## src/rtl/snn_phase_ctrl.sv

```systemverilog
// snn_phase_ctrl: phase sequencer for the spiking-network core.
// Runs synapse init, learning (LERN/STDP + rest tail) and inference
// (INFR + rest tail) across N_GRP neuron groups, gated by a latched
// per-group participation mask, with abort and step-count export.
module snn_phase_ctrl #(
  parameter int unsigned N_GRP       = 8,
  parameter int unsigned TS_W        = 11,
  parameter int unsigned LEARN_STEPS = 800,
  parameter int unsigned TOTAL_STEPS = 1300,
  parameter int unsigned SUB_LOG2    = 7
) (
  input  logic             clk,
  input  logic             rst_n,
  input  logic             i_init,
  input  logic             i_lern,
  input  logic             i_infr,
  input  logic             i_abort,
  input  logic [N_GRP-1:0] i_grp_mask,
  input  logic [N_GRP-1:0] i_syn_done,
  input  logic [N_GRP-1:0] i_inh_valid,
  input  logic [N_GRP-1:0] i_stdp_done,
  output logic             o_run,
  output logic             o_init,
  output logic             o_rest_run,
  output logic             o_stdp_run,
  output logic             o_cnt_en,
  output logic             o_cnt_clr,
  output logic             o_sub,
  output logic             o_busy,
  output logic             o_done,
  output logic             o_aborted,
  output logic [2:0]       o_state,
  output logic [TS_W-1:0]  o_time_step
);

  typedef enum logic [2:0] {
    S_IDLE = 3'd0,
    S_INIT = 3'd1,
    S_LERN = 3'd2,
    S_LRST = 3'd3,
    S_INFR = 3'd4,
    S_IRST = 3'd5,
    S_STDP = 3'd6,
    S_DONE = 3'd7
  } state_t;

  localparam logic [TS_W-1:0] LEARN_TS = TS_W'(LEARN_STEPS);
  localparam logic [TS_W-1:0] TOTAL_TS = TS_W'(TOTAL_STEPS);

  state_t           cs, ns;
  logic [TS_W-1:0]  ts, ts_nxt, ts_inc;
  logic             req, req_nxt, rearm;
  logic [N_GRP-1:0] mask_q, mask_nxt;
  logic             aborted_q, aborted_nxt;
  logic             all_syn, all_inh, all_stdp;
  logic             busy;

  // Group completion: masked-out groups count as already complete
  always_comb begin
    all_syn  = &(i_syn_done  | ~mask_q);
    all_inh  = &(i_inh_valid | ~mask_q);
    all_stdp = &(i_stdp_done | ~mask_q);
  end

  // State, step counter, request flag, mask and abort status registers
  always_ff @(posedge clk or negedge rst_n) begin
    if (!rst_n) begin
      cs        <= S_IDLE;
      ts        <= '0;
      req       <= 1'b0;
      mask_q    <= '0;
      aborted_q <= 1'b0;
    end else begin
      cs        <= ns;
      ts        <= ts_nxt;
      req       <= req_nxt;
      mask_q    <= mask_nxt;
      aborted_q <= aborted_nxt;
    end
  end

  // Next-state, step update and request re-arm; completion flags are
  // ignored while req is high so a stale valid from the previous step
  // cannot complete the freshly started one.
  always_comb begin
    ns          = cs;
    ts_nxt      = ts;
    mask_nxt    = mask_q;
    aborted_nxt = aborted_q;
    rearm       = 1'b0;
    ts_inc      = ts + 1'b1;
    case (cs)
      S_IDLE: begin
        if ((i_init || i_lern || i_infr) && (i_grp_mask != '0)) begin
          mask_nxt    = i_grp_mask;
          ts_nxt      = '0;
          aborted_nxt = 1'b0;
          if (i_init)      ns = S_INIT;
          else if (i_lern) ns = S_LERN;
          else             ns = S_INFR;
        end
      end
      S_INIT: if (!req && all_syn) ns = S_DONE;
      S_LERN, S_LRST: if (!req && all_inh) ns = S_STDP;
      S_STDP: begin
        if (!req && all_stdp) begin
          ts_nxt = ts_inc;
          if (ts_inc == TOTAL_TS)     ns = S_DONE;
          else if (ts_inc < LEARN_TS) ns = S_LERN;
          else                        ns = S_LRST;
        end
      end
      S_INFR: begin
        if (!req && all_inh) begin
          ts_nxt = ts_inc;
          if (ts_inc < LEARN_TS) rearm = 1'b1;
          else                   ns = S_IRST;
        end
      end
      S_IRST: begin
        if (!req && all_inh) begin
          ts_nxt = ts_inc;
          if (ts_inc == TOTAL_TS) ns = S_DONE;
          else                    rearm = 1'b1;
        end
      end
      S_DONE: begin
        ts_nxt = '0;
        ns     = S_IDLE;
      end
      default: ns = S_IDLE;
    endcase
    // Abort overrides the whole decision above, including any ts update
    if (i_abort && (cs != S_IDLE) && (cs != S_DONE)) begin
      ns          = S_DONE;
      ts_nxt      = ts;
      aborted_nxt = 1'b1;
      rearm       = 1'b0;
    end
    req_nxt = rearm || ((ns != cs) && (ns != S_IDLE) && (ns != S_DONE));
  end

  // Registered-only outputs: start pulses, status, decay strobe
  always_comb begin
    busy        = (cs != S_IDLE) && (cs != S_DONE);
    o_init      = req && (cs == S_INIT);
    o_run       = req && ((cs == S_LERN) || (cs == S_INFR));
    o_rest_run  = req && ((cs == S_LRST) || (cs == S_IRST));
    o_stdp_run  = req && (cs == S_STDP);
    o_busy      = busy;
    o_cnt_en    = busy;
    o_cnt_clr   = (cs == S_IDLE);
    o_done      = (cs == S_DONE);
    o_aborted   = aborted_q;
    o_state     = cs;
    o_time_step = ts;
    o_sub       = ((cs == S_LERN) || (cs == S_LRST) || (cs == S_STDP)) &&
                  (ts[SUB_LOG2-1:0] == '1);
  end

endmodule

```

## config.mk

```make
export PLATFORM = sky130hd
export DESIGN_NAME = snn_phase_ctrl
export DESIGN_NICKNAME = d
export VERILOG_FILES = /design/src/rtl/snn_phase_ctrl.sv
export SDC_FILE = /design/constraint.sdc
export NUM_CORES = 1
export LEC_CHECK = 0
export ABC_AREA = 1
export BUFFER_PORTS_ARGS = -buffer_cell sky130_fd_sc_hd__buf_4
export CAP_MARGIN = 20
export CORE_MARGIN = 1
export CORE_UTILIZATION = 54
export DETAILED_ROUTE_END_ITERATION = 12
export GPL_TIMING_DRIVEN = 0
export PLACE_DENSITY = 0.91
export SLEW_MARGIN = 20
export SYNTH_ARGS = -nofsm -noshare
export SYNTH_HDL_FRONTEND = slang
export SYNTH_SLANG_ARGS = --single-unit
```

## constraint.sdc

```tcl
create_clock -name clk -period 3.9 [get_ports clk]
set_input_delay 0.39 -clock clk [delete_from_list [all_inputs] [get_ports clk]]
set_output_delay 0.39 -clock clk [all_outputs]
set_load 0.01 [all_outputs]
```

==> reports/results.tsv <==
metric	value	unit
register bit total from synthesis	24	
Critical Path RT	4.13	ns
mean number of vias per cell	5.04	
PortBufs	61	
FF/Latch Area	601	um2
FF-to-FF setup slack	1.79	ns
placed cells	392	
largest net degree at the start of global routing	25	
vias in the first global route	1915	
most frequent cell on the critical path	nand2_1	
Hold Crit Start	i_grp_mask[2]	
first-pass GRT wire length	7770	um
CP Capture Type	flop	
Die Wd	59.5	um
most frequent cells in the layout	85 x nand2_1, 62 x buf_4, 51 x inv_1, 38 x nor2_1, 24 x dfrtp_1	
Initial DRC Count	122	
Synth cell types	28	
crit path kind	flop to flop	
Clock Root Buffer	clkbuf_4	
worst slew pin tran	0.433	ns
die area	3540	um2
Pre-antenna DRT Iters	4	
Final Hold Viols	0	
Yosys warning count	0	
Worst Skew	0.0194	ns
Layout Cells excl Fill	397	
Nets	393	
dpl cell area	2300	um2
grt ovf	0	
gpl congestion	0.885	
global-route usage over all layers	28.8	%
max_slew headroom	70.9	%
crit-path max cell delay	0.45	ns
worst vdd ir	0.000425	V
fin crit period	2.11	ns
ANT nets after route	0	
max_cap viols	0	
Worst-path clk slew	0.15	ns
clk_lat worst skew	0.33	ns
Hold WC Path Type	primary input to flop	
footprint of the multi-input gates	938	um2
max-slew violations	0	
syn_area_per_cell	6.21	um2
crit share post-route	54.1	%
Filler cells	286	
via count	2002	
mapped cell area	1780	um2
Top FF cell, synth	dfrtp_1	
Worst path slowest cell	dfrtp_1	
reg2reg path depth	16	
row count	20	
die height	59.5	um
register area share after synthesis	33.7	%
Worst Path Buf+Inv	0	
cell area after layout	2360	um2
share of layout cells above drive strength 1	24.1	%
status	finished, final reports clean	
DP HPWL	3660	um
Critical Path Fanout Max	5	
TritonCTS Buffers	3	
unrepaired setup endpoints after global routing	no	
Post-CTS Setup Inserts	0	
IO Pins	62	
CTS Hold Bufs	1	
Leakage	1.29	nW
commonest non-fill, non-tap cell in the layout	nand2_1	
setup_tns	0	ns
initial antenna violation count	0	
crit path cell chain	ha_1 > nand3_2 > nor2_1 > nor2_1 > nor2_1 > nand3_1 > nand2_1 > nand2_1 > nand2_1 > nand3_2 > nand2_1 > nand2_1 > nor2_1 > nand2_1 > nand2_1 > nand2_1	
CTS sink cnt	24	
Area Overhead vs Synth	32.3	%
core area	3100	um2
CP Launch Type	flop	
delay-heaviest family, CP	simple AND/OR/NAND/NOR gates	
Setup Viol. Count Final	0	
Power per Cell Area	592	nW/um2
drt wl/cell	11.5	um
CTS tree	done	
drt drc	0	
post_cts resized	0	
CTS H-tree depth	1	
crit path DAT	2.33	ns
Initial Utilization	57.5	%
total nets after synthesis	326	
worst hold path depth	3	
Max Fclk	474	MHz
RR Endpoint	req	
EDFF count, synth	0	
FF-to-FF Start	o_time_step[0]	
DRT Wirelength	4570	um
Clock Tree Buf Depth	2	
synthesized instance count	287	
number of diodes	0	
FFs w/ async S/R, synth	100	%
hold endpoint	mask_q[2]	
## registers in the layout, summed over array words and instances, names as in the netlist
name / flops
mask_q: 8
o_aborted: 1
req: 1
o_time_step: 11
o_state: 3
## worst min-delay path, stage by stage
cell	delay, ns
buf_4	0.08
nand2_1	0.04
nand2_1	0.05
## metal layers
metal  vias to the layer above  GRT usage [%]  routed length [um]
met5                         -              0                   0
met4                         0           10.5                  59
met3                         7           3.28                 245
met2                        67           54.3                2360
met1                       900           33.0                1900
li1                       1028              -                   -
## per-stage QoR
| stage | power (W) | setup slack (ns) | hold slack, ns | utilization, % |
|---|---|---|---|---|
| after floorplan | 0.000937 | 2.08 | 0.0944 | - |
| after global placement | 0.00119 | 1.91 | 0.309 | 74.0 |
| after detailed placement | 0.00120 | 1.85 | 0.308 | 74.0 |
| after CTS | 0.00139 | 1.81 | 0.266 | 76.0 |
| after global routing | 0.00152 | 1.48 | 0.258 | 76.0 |
| final | 0.00140 | 1.79 | 0.249 | 76.0 |
## synth_stat cells (2+ instances only)
cell	instances	share of area [%]
nand4_1	4	1.4
o21ai_0	12	3.4
inv_2	5	1.1
nor2_2	3	1.1
inv_1	51	11
and3_1	2	0.70
a21oi_1	9	2.5
nand3_2	3	1.7
nor2_1	38	8.0
nand3_1	22	6.2
nor3_1	6	1.7
o22ai_1	7	2.5
nand2_1	85	18
dfrtp_1	24	34
nor2_4	2	1.3
buf_6	2	1.3
## area by class of cell
| type | count | share of cell area, % |
|---|---|---|
| Multi-Input combinational cell | 203 | 39.8 |
| Sequential cell | 24 | 25.5 |
| Timing Repair Buffer | 62 | 19.8 |
| Inverter | 56 | 8.91 |
| Tap cell | 44 | 2.33 |
| Buffer | 4 | 1.43 |
| Clock inverter | 1 | 1.27 |
| Clock buffer | 3 | 0.955 |
## worst max-delay path by stage
| stage | end | cells past startpoint | from |
|---|---|---|---|
| floorplan | req | 16 | o_time_step[0] |
| global placement | req | 16 | o_time_step[0] |
| CTS | req | 12 | o_time_step[0] |
| detailed placement | req | 12 | o_time_step[0] |
| global route | req | 16 | o_time_step[0] |
| finish | req | 16 | o_time_step[0] |
## kinds of logic (layout without fill, tap and decap cells)
| logic type | count (synthesis) | in the layout | synth area share, % |
|---|---|---|---|
| buffers and inverters | 60 | 126 | 13.7 |
| DFF | 24 | 24 | 33.7 |
| adders and majority gates | 1 | 1 | 0.702 |
| AOI/OAI and AO/OA | 31 | 31 | 9.47 |
| and+or+nand+nor | 171 | 171 | 42.5 |
## report_power, final
part           switching, W  internal, W  leakage [nW]
combinational      0.000477     0.000318         0.964
clock             0.0000808     0.000104        0.0279
sequential        0.0000865     0.000330         0.302
No activity file was read; power rests on OpenSTA's default activity.
